--- config.mk ---
export PLATFORM = sky130hd
export DESIGN_NAME = csr_bus_initiator
export DESIGN_NICKNAME = d
export VERILOG_FILES = /design/src/rtl/csr_bus_pkg.sv /design/src/rtl/csr_bus_initiator.sv
export SDC_FILE = /design/constraint.sdc
export NUM_CORES = 1
export LEC_CHECK = 0
export ABC_AREA = 1
export CAP_MARGIN = 10
export CORE_MARGIN = 2
export CORE_UTILIZATION = 30
export DETAILED_ROUTE_END_ITERATION = 10
export PLACE_DENSITY = 0.61
export SYNTH_ARGS = -nofsm -noshare
export SYNTH_HDL_FRONTEND = slang
export SYNTH_SLANG_ARGS = --single-unit
--- constraint.sdc ---
create_clock -name clock_sink_clk -period 3.7 [get_ports clock_sink_clk]
set_input_delay 0.74 -clock clock_sink_clk [delete_from_list [all_inputs] [get_ports clock_sink_clk]]
set_output_delay 0.74 -clock clock_sink_clk [all_outputs]
set_load 0.02 [all_outputs]
--- src/rtl/csr_bus_pkg.sv ---
// -----------------------------------------------------------------------------
// csr_bus_pkg
// Shared definitions for the CSR bus initiator and the CSR responder blocks:
// FSM state encoding, default bus widths, the default transfer timeout and the
// read-data value returned when a transfer fails.
// -----------------------------------------------------------------------------
package csr_bus_pkg;

  typedef enum logic [2:0] {
    IDLE    = 3'd0,
    WR_REQ  = 3'd1,
    RD_REQ  = 3'd2,
    RD_WAIT = 3'd3,
    RSP     = 3'd4
  } csr_state_e;

  localparam int CSR_ADDR_W      = 8;
  localparam int CSR_DATA_W      = 32;
  localparam int DEFAULT_TIMEOUT = 256;

  // Outstanding-cycle counter width and failed-transfer tally width.
  localparam int TMO_CNT_W   = 16;
  localparam int TMO_TALLY_W = 8;

  localparam logic [CSR_DATA_W-1:0] ERR_READDATA = '0;

endpackage

--- src/rtl/csr_bus_initiator.sv ---
// -----------------------------------------------------------------------------
// csr_bus_initiator
// Avalon-MM master issuing single CSR reads/writes. One command is accepted on
// the cmd_* valid/ready port, driven onto avm_*, and exactly one response is
// returned on rsp_* (rsp_error=1 if the transfer stays outstanding too long).
//
// Ports
//   clock_sink_clk, reset_sink_reset  clock, async active-high reset
//   cmd_valid/ready/write/address/writedata   command port (ready registered)
//   rsp_valid/readdata/error          response (valid is a 1-cycle strobe,
//                                      readdata/error hold until next response)
//   avm_read/write/address/writedata/readdata/waitrequest/readdatavalid
//                                      Avalon-MM master port
//   timeout_count                     saturating tally of timed-out transfers
//   busy                              FSM not in IDLE
// All outputs are registered.
// -----------------------------------------------------------------------------
module csr_bus_initiator
  import csr_bus_pkg::*;
#(
  parameter int ADDR_W            = CSR_ADDR_W,
  parameter int DATA_W            = CSR_DATA_W,
  parameter int USE_READDATAVALID = 0,
  parameter int READ_LATENCY      = 0,
  parameter int TIMEOUT_CYCLES    = DEFAULT_TIMEOUT
) (
  input  logic              clock_sink_clk,
  input  logic              reset_sink_reset,
  input  logic              cmd_valid,
  output logic              cmd_ready,
  input  logic              cmd_write,
  input  logic [ADDR_W-1:0] cmd_address,
  input  logic [DATA_W-1:0] cmd_writedata,
  output logic              rsp_valid,
  output logic [DATA_W-1:0] rsp_readdata,
  output logic              rsp_error,
  output logic              avm_read,
  output logic              avm_write,
  output logic [ADDR_W-1:0] avm_address,
  output logic [DATA_W-1:0] avm_writedata,
  input  logic [DATA_W-1:0] avm_readdata,
  input  logic              avm_waitrequest,
  input  logic              avm_readdatavalid,
  output logic [7:0]        timeout_count,
  output logic              busy
);

  localparam logic [TMO_CNT_W-1:0] TMO_LAST = TMO_CNT_W'(TIMEOUT_CYCLES - 1);
  localparam logic [TMO_CNT_W-1:0] LAT_LAST = TMO_CNT_W'(READ_LATENCY);
  // Zero-latency fixed reads complete in the acceptance cycle itself.
  localparam bit RD_DIRECT = (USE_READDATAVALID == 0) && (READ_LATENCY == 0);

  csr_state_e r_state, w_state_nxt;

  logic                   r_cmd_ready,    w_cmd_ready_nxt;
  logic                   r_avm_read,     w_avm_read_nxt;
  logic                   r_avm_write,    w_avm_write_nxt;
  logic [ADDR_W-1:0]      r_avm_address,  w_avm_address_nxt;
  logic [DATA_W-1:0]      r_avm_wdata,    w_avm_wdata_nxt;
  logic                   r_rsp_valid,    w_rsp_valid_nxt;
  logic [DATA_W-1:0]      r_rsp_rdata,    w_rsp_rdata_nxt;
  logic                   r_rsp_error,    w_rsp_error_nxt;
  logic [TMO_CNT_W-1:0]   r_tmo_cnt,      w_tmo_cnt_nxt;
  logic [TMO_CNT_W-1:0]   r_lat_cnt,      w_lat_cnt_nxt;
  logic [TMO_TALLY_W-1:0] r_tmo_tally,    w_tmo_tally_nxt;
  logic                   r_busy,         w_busy_nxt;

  logic              w_outstanding;
  logic              w_complete;
  logic [DATA_W-1:0] w_cap_data;

  assign w_outstanding = (r_state == WR_REQ) || (r_state == RD_REQ) ||
                         (r_state == RD_WAIT);

  always_ff @(posedge clock_sink_clk or posedge reset_sink_reset) begin
    if (reset_sink_reset) begin
      r_state       <= IDLE;
      r_cmd_ready   <= 1'b0;
      r_avm_read    <= 1'b0;
      r_avm_write   <= 1'b0;
      r_avm_address <= '0;
      r_avm_wdata   <= '0;
      r_rsp_valid   <= 1'b0;
      r_rsp_rdata   <= '0;
      r_rsp_error   <= 1'b0;
      r_tmo_cnt     <= '0;
      r_lat_cnt     <= '0;
      r_tmo_tally   <= '0;
      r_busy        <= 1'b0;
    end else begin
      r_state       <= w_state_nxt;
      r_cmd_ready   <= w_cmd_ready_nxt;
      r_avm_read    <= w_avm_read_nxt;
      r_avm_write   <= w_avm_write_nxt;
      r_avm_address <= w_avm_address_nxt;
      r_avm_wdata   <= w_avm_wdata_nxt;
      r_rsp_valid   <= w_rsp_valid_nxt;
      r_rsp_rdata   <= w_rsp_rdata_nxt;
      r_rsp_error   <= w_rsp_error_nxt;
      r_tmo_cnt     <= w_tmo_cnt_nxt;
      r_lat_cnt     <= w_lat_cnt_nxt;
      r_tmo_tally   <= w_tmo_tally_nxt;
      r_busy        <= w_busy_nxt;
    end
  end

  always_comb begin
    w_state_nxt       = r_state;
    w_avm_read_nxt    = r_avm_read;
    w_avm_write_nxt   = r_avm_write;
    w_avm_address_nxt = r_avm_address;
    w_avm_wdata_nxt   = r_avm_wdata;
    w_rsp_valid_nxt   = 1'b0;
    w_rsp_rdata_nxt   = r_rsp_rdata;
    w_rsp_error_nxt   = r_rsp_error;
    w_tmo_cnt_nxt     = r_tmo_cnt;
    w_lat_cnt_nxt     = r_lat_cnt;
    w_tmo_tally_nxt   = r_tmo_tally;
    w_complete        = 1'b0;
    w_cap_data        = '0;

    if (w_outstanding) w_tmo_cnt_nxt = r_tmo_cnt + 1'b1;

    case (r_state)
      IDLE: begin
        if (cmd_valid && r_cmd_ready) begin
          w_avm_address_nxt = cmd_address;
          w_avm_wdata_nxt   = cmd_writedata;
          w_tmo_cnt_nxt     = '0;
          if (cmd_write) begin
            w_avm_write_nxt = 1'b1;
            w_state_nxt     = WR_REQ;
          end else begin
            w_avm_read_nxt  = 1'b1;
            w_state_nxt     = RD_REQ;
          end
        end
      end
      WR_REQ: begin
        if (!avm_waitrequest) w_complete = 1'b1;
      end
      RD_REQ: begin
        if (!avm_waitrequest) begin
          if (RD_DIRECT) begin
            w_complete = 1'b1;
            w_cap_data = avm_readdata;
          end else begin
            // Read accepted: the data phase is the first cycle after acceptance.
            w_avm_read_nxt = 1'b0;
            w_lat_cnt_nxt  = TMO_CNT_W'(1);
            w_state_nxt    = RD_WAIT;
          end
        end
      end
      RD_WAIT: begin
        if ((USE_READDATAVALID != 0) ? avm_readdatavalid : (r_lat_cnt == LAT_LAST)) begin
          w_complete = 1'b1;
          w_cap_data = avm_readdata;
        end else begin
          w_lat_cnt_nxt = r_lat_cnt + 1'b1;
        end
      end
      RSP:     w_state_nxt = IDLE;
      default: w_state_nxt = IDLE;
    endcase

    // Completion takes priority over a timeout landing in the same cycle.
    if (w_complete) begin
      w_avm_read_nxt  = 1'b0;
      w_avm_write_nxt = 1'b0;
      w_rsp_valid_nxt = 1'b1;
      w_rsp_error_nxt = 1'b0;
      w_rsp_rdata_nxt = w_cap_data;
      w_state_nxt     = RSP;
    end else if (w_outstanding && (r_tmo_cnt == TMO_LAST)) begin
      w_avm_read_nxt  = 1'b0;
      w_avm_write_nxt = 1'b0;
      w_rsp_valid_nxt = 1'b1;
      w_rsp_error_nxt = 1'b1;
      w_rsp_rdata_nxt = DATA_W'(ERR_READDATA);
      w_state_nxt     = RSP;
      if (r_tmo_tally != '1) w_tmo_tally_nxt = r_tmo_tally + 1'b1;
    end

    w_cmd_ready_nxt = (w_state_nxt == IDLE);
    w_busy_nxt      = (w_state_nxt != IDLE);
  end

  assign cmd_ready     = r_cmd_ready;
  assign rsp_valid     = r_rsp_valid;
  assign rsp_readdata  = r_rsp_rdata;
  assign rsp_error     = r_rsp_error;
  assign avm_read      = r_avm_read;
  assign avm_write     = r_avm_write;
  assign avm_address   = r_avm_address;
  assign avm_writedata = r_avm_wdata;
  assign timeout_count = r_tmo_tally;
  assign busy          = r_busy;

endmodule
# [After elaboration in Yosys (flattened, before gate mapping)]
# Cells that the tools add are included.
[classes] bitwise=2 eq_ne=6 n_addsub=3 reduce_logical=19 muxes=30
[ops] cell="$mux 32" n=4
[ops] cell="$pmux 32 s2" n=1
[ops] cell="$mux 16" n=3
[ops] cell="$add 16x1->16 const B" n=2
[ops] cell="$eq 16x8->1 const B" n=1
[ops] cell="$logic_not 16->1" n=1
[ops] cell="$mux 1" n=16
[ops] cell="$reduce_bool 3->1" n=4
[ops] cell="$mux 3" n=3
[ops] cell="$reduce_and 3->1" n=3
[ops] cell="$add 8x1->8 const B" n=1
[ops] cell="$ne 8x8->1 const B" n=1
[ops] cell="$eq 3x2->1 const B" n=2
[ops] cell="$logic_not 3->1" n=2
[ops] cell="$pmux 3 s2" n=1
[ops] cell="$reduce_and 2->1" n=2
[ops] cell="$eq 3x1->1 const B" n=1
[ops] cell="$ne 3x1->1 const B" n=1
[ops] cell="$reduce_or 3->1" n=1
[ops] cell="$logic_and 1x1->1" n=2
[ops] cell="$logic_or 1x1->1" n=2
[ops] cell="$mux 2" n=1
[ops] cell="$not 1->1" n=2
[ops] cell="$pmux 1 s2" n=1
[ops] cell="2 further kinds" n=2
[totals] wordCells=73 register_bits=121 in_bits=78 out_inout_bits=86

# [Depth between registers and ports, before layout]
# Gate-level depths: netlist of the first run.
[logic_depth] ltp_word=7 mapped_depth=11

# [Worst setup path before layout of the first run]
# Ideal clock, no wire load.
[synth_path] kind="input -> register" startpoint="input avm_waitrequest" endpoint="register r_rsp_rdata[0] (netlist: rsp_readdata[0])" path_slack_ns=2.128 arrival_time_ns=1.507 setup_time_ns=0.065 n_path_buf=1 path_stages=8 cell_sequence="a21oi_1 > nand2_1 > nand2_4 > inv_4 > nor2_8 > buf_6 > nand2_1 > nand2_1"
[synth_via] elab_chain_cells=3 word_cells_on_any_way=6 classes_between="mux: 5; reduce/logical: 1"
[synth_lines] item="start: declaration" line="csr_bus_initiator.sv:42" source="input logic avm_waitrequest,"
[synth_lines] item="$mux 32 / $mux 1 (equally long branches)" line="csr_bus_initiator.sv:143, csr_bus_initiator.sv:140"
[synth_lines] item="$pmux 32 s2 / $pmux 1 s2 (equally long branches)" line="csr_bus_initiator.sv:124" source="case (r_state)"
[synth_lines] item="$mux 32 / $reduce_bool 2->1 (equally long branches)"
[synth_lines] item="end signal: assignment" line="csr_bus_initiator.sv:98" source="r_rsp_rdata <= w_rsp_rdata_nxt;"
[synth_lines] item="end: declaration" line="csr_bus_initiator.sv:61" source="logic [DATA_W-1:0] r_rsp_rdata, w_rsp_rdata_nxt;"
# Parallel ways exist; a longest one is shown, timed or not.
# A chain may end at the register's enable or synchronous reset.

# [Worst setup path in the final report of the first run]
[layout_path] startpoint="register r_tmo_tally[4] (netlist: timeout_count[4])" endpoint="output timeout_count[4]"
[layout_rtl] item="start: declaration" line="csr_bus_initiator.sv:65" source="logic [TMO_TALLY_W-1:0] r_tmo_tally, w_tmo_tally_nxt;"
[layout_rtl] item="start signal: assignment" line="csr_bus_initiator.sv:102" source="r_tmo_tally <= w_tmo_tally_nxt;"
[layout_rtl] item="end: declaration" line="csr_bus_initiator.sv:44" source="output logic [7:0] timeout_count,"
# No word-level cell between the ends.

==> results of run 1 <==
==> power groups by stage <==
stage | clock network [W] | logic (W) | registers (W)
final | 0.00163 | 0.00175 | 0.00182
after global routing | 0.00173 | 0.00192 | 0.00186
after CTS | 0.00167 | 0.00178 | 0.00182
after detailed placement | 0 | 0.00178 | 0.00183
after global placement | 0 | 0.00177 | 0.00183
after floorplan | 0 | 0.000634 | 0.00217
==> placed cells by master, fill, tap and decap left out, types with 6 or more instances in the layout <==
cell type and instances:
nor2_1 53, a21oi_1 14, nor3_1 10, xnor2_1 6, nand2_1 322, xor2_1 16, clkdlybuf4s50_1 162, nand4_1 6
nand3_1 26, inv_1 35, dfrtp_1 121, o21ai_0 16, clkbuf_16 17
==> stage by stage <==
stage	util	instances	setup slack [ns]
finish	0.440	1081	1.46
CTS	0.440	1081	1.44
global route	0.440	1081	1.39
detailed placement	0.409	1050	1.18
floorplan	-	671	1.48
global placement	0.409	1050	1.17
==> final timing paths <==
path,startpoint,end,slack [ns],cells after the start
max reg2reg,r_state[2]$_DFF_PP0_,rsp_readdata[3]$_DFFE_PP0P_,1.73,9
max,timeout_count[4]$_DFFE_PP0P_,timeout_count[4],1.46,1
min reg2reg,avm_writedata[1]$_DFFE_PP0P_,avm_writedata[1]$_DFFE_PP0P_,0.47,2
min,avm_writedata[1]$_DFFE_PP0P_,avm_writedata[1]$_DFFE_PP0P_,0.47,2
max in group asynchronous,reset_sink_reset,rsp_readdata[31]$_DFFE_PP0P_,2.18,3
min in group asynchronous,reset_sink_reset,r_tmo_cnt[11]$_DFF_PP0_,0.76,2
==> cells in the mapped netlist <==
cell type / instances / area [um^2]
nand2_1: 322 / 1210
dfrtp_1: 121 / 3030
nor2_1: 54 / 203
inv_1: 36 / 135
nand3_1: 26 / 130
o21ai_0: 16 / 80.1
xor2_1: 16 / 140
a21oi_1: 14 / 70.1
nor3_1: 10 / 50.1
buf_2: 8 / 40.0
buf_6: 7 / 78.8
nand4_1: 6 / 37.5
xnor2_1: 6 / 52.6
ha_1: 4 / 50.1
clkbuf_1: 3 / 11.3
inv_2: 3 / 11.3
nand3_2: 3 / 30.0
nor2_2: 3 / 18.8
inv_4: 2 / 12.5
nand2_2: 2 / 12.5
nand2_4: 2 / 22.5
nor2_8: 2 / 40.0
nand3b_1: 1 / 7.51
nand4_4: 1 / 21.3
nor2_4: 1 / 11.3
o21a_1: 1 / 7.51
or2_1: 1 / 6.26
==> layout make-up <==
class / count / area [um^2]
fillers: 1801 / 10100
flip-flops and latches: 121 / 3030
clock inverters: 14 / 149
repair buffers: 168 / 1680
inverters: 41 / 163
clock buffers: 17 / 425
well taps: 229 / 287
multi-input cells: 491 / 2210
==> state kept, by name, indices dropped and copies added, names as in the netlist, 3 cells and up <==
register       count
avm_address        8
rsp_readdata      32
r_lat_cnt         16
timeout_count      8
avm_writedata     32
r_state            3
r_tmo_cnt         16
==> cell families (layout without fill, tap and decap cells) <==
| kind of cell | after synthesis | after routing | synth area share |
|---|---|---|---|
| compound gates | 31 | 31 | 0.0286 |
| xor+xnor | 22 | 22 | 0.0349 |
| simple gates | 434 | 434 | 0.326 |
| flops | 121 | 121 | 0.549 |
| buf+inv | 59 | 240 | 0.0524 |
| fa+ha+maj | 4 | 4 | 0.00907 |
==> layer usage <==
layer	track usage	vias to the layer above	wire length [um]
met4	0.0474	0	159
met3	0.0626	11	1190
li1	-	2414	-
met1	0.196	2174	6530
met5	0	-	0
met2	0.226	131	6240
==> tightest hold or removal path, cell delays in order (launching register included) <==
cell     delay, ns
dfrtp_1       0.34
nand2_1       0.05
nand2_1       0.04
==> out/qor.yml, run 1 <==
gp_congestion: 0.803
switching_share: 0.352
maxSlewHeadroom: 0.571
post_cts_buffers: 0
antenna_found_initial: 0
numCtsBuffers: 17
fmax_mhz: 447
cts_tree: "yes"
holdWs_ns: 0.468
routed_via_density: 4.38
synth_nets: 753
nNetsFinal: 922
die_h_um: 140
drive_gt1_frac: 0.0681
crit_type: "reg2out"
switchingPower_w: 0.00183
die-area_um2: 19500
pwr-share-clk: 0.314
syn_area_per_cell_um2: 8.22
cts_max_level: 4
portBuffers: 162
setup_tns_ns: 0
power_w: 0.00520
drv_slew: 0
synthCells: 671
ant_nets: 0
period_share: 0.605
maxCapViolCount: 0
rsz0062_at_grt: "false"
finalClockSkew_ns: 0.0106
grt_pass1_wl_mm: 23.5
num_rows: 49
gr-total-overflow: 0
worstPathArrival_ns: 1.50
cts-resized-gates: 0
cp.required_ns: 2.96
cp_cell_sequence: "clkdlybuf4s50_1"
finalSetupViolations: 0
drc: 0
io_pins: 164
cts-root-buf: "clkbuf_16"
fin_area_um2: 7940
start_util: 0.306
grt_pass1_vias: 4622
crit_path_end_kind: "output port"
irDropWorstVdd_uv: 377
p_per_area_nw_per_um2: 655
areaGrowthSynthToFinish_pct: 43.9
critPathSlowestCell: "clkdlybuf4s50_1"
ys_ff_latch: 121
core_um2: 18000
crit_family: "buffers and inverters"
status: "finished, final reports clean"
power_frac_comb: 0.336
fin_crit_ns: 2.24
yosys_warnings: 0
cts_hold_buf: 0
startpoint_type: "flip-flop"
hold_violations: 0
placed_cell_area_um2: 7360
cp_num_buf_inv: 1
clock_sinks: 121
tightest_slew_ns: 0.642
internal-power_w: 0.00337
wl_mm: 14.1
slowest_delay_ns: 0.64
dieWidth_um: 140
clock_latency_ns: 0.41
clk_pin_slew_ns: 0.06
grt_max_degree: 50
globalRouteTotalUtil: 0.150
vias: 4730
drtPass1Iterations: 4
seq_area_frac_synth: 0.549
cts.path.max_buffers: 2
synth_cell_type_count: 27
cp_max_fo: 6
syn-cell-area_um2: 5520
dp_hpwl_mm: 9.84
antenna_cells: 0
seqPwrFrac: 0.350
p_leak_nw: 3.85
min_path_type: "reg2reg"
wl_per_cell_um: 13.1
first_iter_violations: 237
Power figures use the tool's default switching activity.
==> run 2: changes to the inputs <==
==> constraint.sdc (replaced) <==
create_clock -name clock_sink_clk -period 1.8 [get_ports clock_sink_clk]
set_input_delay 0.36 -clock clock_sink_clk [delete_from_list [all_inputs] [get_ports clock_sink_clk]]
set_output_delay 0.36 -clock clock_sink_clk [all_outputs]
set_load 0.02 [all_outputs]
==> out/qor.yml, run 2 (synthesis results as in run 1) <==
min_path_type: "in2async"
die_h_um: 140  # unchanged
r2r-end: "rsp_readdata[17]$_DFFE_PP0P_"
io_pins: 164  # unchanged
finalSetupViolations: 0  # unchanged
maxCapViolCount: 0  # unchanged
status: "finished, final reports clean"
vias: 4852  # +2.6%
fin_crit_ns: 1.76
dieWidth_um: 140  # unchanged
ant_nets: 0  # unchanged
antenna_cells: 0  # unchanged
cts.path.max_buffers: 2  # unchanged
portBuffers: 162  # unchanged
grt_max_degree: 55  # +10%
cp_num_buf_inv: 1  # unchanged
finish.utilization: 0.467  # +0.0268
grt_pass1_wl_mm: 23.6  # +0.32%
p_per_area_nw_per_um2: 1350  # +110%
cp_max_fo: 2  # -4
final_common_cell: "nand2_1"
clock_sinks: 121  # unchanged
numCtsBuffers: 17  # unchanged
hold_violations: 0  # unchanged
placed_cell_area_um2: 7540  # +2.4%
first_iter_violations: 221  # -6.8%
globalRouteTotalUtil: 0.151  # +0.000917
critPathSlowestCell: "clkdlybuf4s50_1"
drive_gt1_frac: 0.110  # +0.0419
nNetsFinal: 951  # +3.1%
routed_via_density: 4.37  # -0.19%
fin_area_um2: 8420  # +6.1%
r2r_cells: 11  # +2
irDropWorstVdd_uv: 886  # +140%
cts-root-buf: "clkbuf_16"
drc: 0  # unchanged
die-area_um2: 19500  # unchanged
clk_pin_slew_ns: 0.06  # about the same
gp_congestion: 0.788  # -1.9%
fmax_mhz: 567
timing.rr.start: "r_lat_cnt[1]$_DFFE_PP0P_"
period_share: 0.980
clock_latency_ns: 0.41  # about the same
grt_pass1_vias: 4695  # +1.6%
maxSlewHeadroom: 0.729  # +0.157
antenna_found_initial: 0  # unchanged
crit_path_end_kind: "output port"
areaGrowthSynthToFinish_pct: 52.6
cp.required_ns: 1.44  # -1.52 ns
core_um2: 18000  # unchanged
rsz0062_at_grt: "true"
tightest_slew_ns: 0.404  # -0.238 ns
drv_slew: 0  # unchanged
drtPass1Iterations: 4  # unchanged
cts_hold_buf: 0  # unchanged
cts_max_level: 4  # unchanged
cts_tree: "yes"
crit_family: "buffers and inverters"
start_util: 0.306  # unchanged
p_leak_nw: 4.34  # +13%
num_rows: 49  # unchanged
wl_mm: 14.9  # +5.4%
startpoint_type: "flip-flop"
final_cell_mix: "nand2_1 (321), clkdlybuf4s50_1 (137), dfrtp_1 (121), nor2_1 (51), inv_1 (33)"
worstPathArrival_ns: 1.40  # -0.10 ns
r2r_setup_slack_ns: 0.09  # -1.64 ns
wl_per_cell_um: 13.4  # +2.6%
slowest_delay_ns: 0.63  # about the same
finalClockSkew_ns: 0.00939  # -0.00125 ns
dp_hpwl_mm: 10.3  # +4.4%
crit_type: "reg2out"
gr-total-overflow: 0  # unchanged
holdWs_ns: 0.242  # -0.227 ns
cp_cell_sequence: "clkdlybuf4s50_1"
## run 2: changes by cell type in the layout (fill, tap and decap cells not counted), sizes merged
cell / previous run / this run
inv: 43 / 41
clkdlybuf4s50: 162 / 137
bufinv: 2 / 4
clkbuf: 17 / 21
buf: 6 / 31
dlymetal6s2s: 0 / 16
dlygate4sd2: 0 / 9
clkinv: 5 / 6
## run 2: area by class of cell
cell class              count  area [um^2]
flip-flops and latches    121         3030
fillers                  1784         9600
multi-input cells         491         2240
clock inverters            15          200
repair buffers            197         2080
well taps                 229          287
inverters                  41          163
clock buffers              17          425
## run 2: repair_timing
item,4_1_cts,5_1_grt
gates resized for setup,9,27
pin swaps,0,10
setup endpoints to repair,9,57
hold endpoints to repair,0,0
buffers inserted,0,8
gates cloned,0,6
## run 2: power breakdown
group,total (W),internal (W),switching [W]
combinational,0.00404,0.00184,0.00220
clock,0.00362,0.00232,0.00131
sequential,0.00373,0.00337,0.000366
## run 2: worst max-delay path by stage
stage                                              from                      endpoint  slack (ns)  depth (start not counted)
after global routing           r_lat_cnt[1]$_DFFE_PP0P_  rsp_readdata[17]$_DFFE_PP0P_       -0.01                         11
after CTS                 avm_writedata[30]$_DFFE_PP0P_             avm_writedata[30]       0.002                          1
after detailed placement                avm_waitrequest  rsp_readdata[29]$_DFFE_PP0P_       0.007                          9
final                       rsp_readdata[0]$_DFFE_PP0P_               rsp_readdata[0]        0.04                          1
after global placement                        cmd_valid                busy$_DFF_PP0_        0.04                          8
after floorplan                        reset_sink_reset    avm_address[0]$_DFFE_PP0P_       -0.04                          1
## run 2: stage by stage
stage / std cells / setup TNS, ns / setup WS, ns / total power, W
6_report: 1111 / 0 / 0.0368 / 0.0114
5_1_grt: 1111 / -0.0298 / -0.0113 / 0.0120
4_1_cts: 1097 / 0 / 0.00227 / 0.0113
3_5_place_dp: 1065 / 0 / 0.00702 / 0.00760
3_3_place_gp: 1065 / 0 / 0.0380 / 0.00757
2_1_floorplan: 671 / -5.24 / -0.0433 / 0.00575
## run 2: metal layers
metal  track usage  vias to the layer above  part of all wire
li1              -                     2465                 -
met1         0.190                     2234              0.45
met2         0.230                      135              0.45
met3        0.0699                       18             0.084
met4        0.0505                        0             0.015
met5             0                        -                 0
==> run 3: changes to the inputs <==
--- a/config.mk
+++ b/config.mk
@@ -10,6 +10,8 @@
 export CORE_MARGIN = 2
 export CORE_UTILIZATION = 30
 export DETAILED_ROUTE_END_ITERATION = 10
+export GPL_TIMING_DRIVEN = 1
+export HOLD_SLACK_MARGIN = 0.05
 export PLACE_DENSITY = 0.61
 export SYNTH_ARGS = -nofsm -noshare
 export SYNTH_HDL_FRONTEND = slang
==> results of run 3 <==
The final DEF is identical to that of run 2; final timing and power are the same.
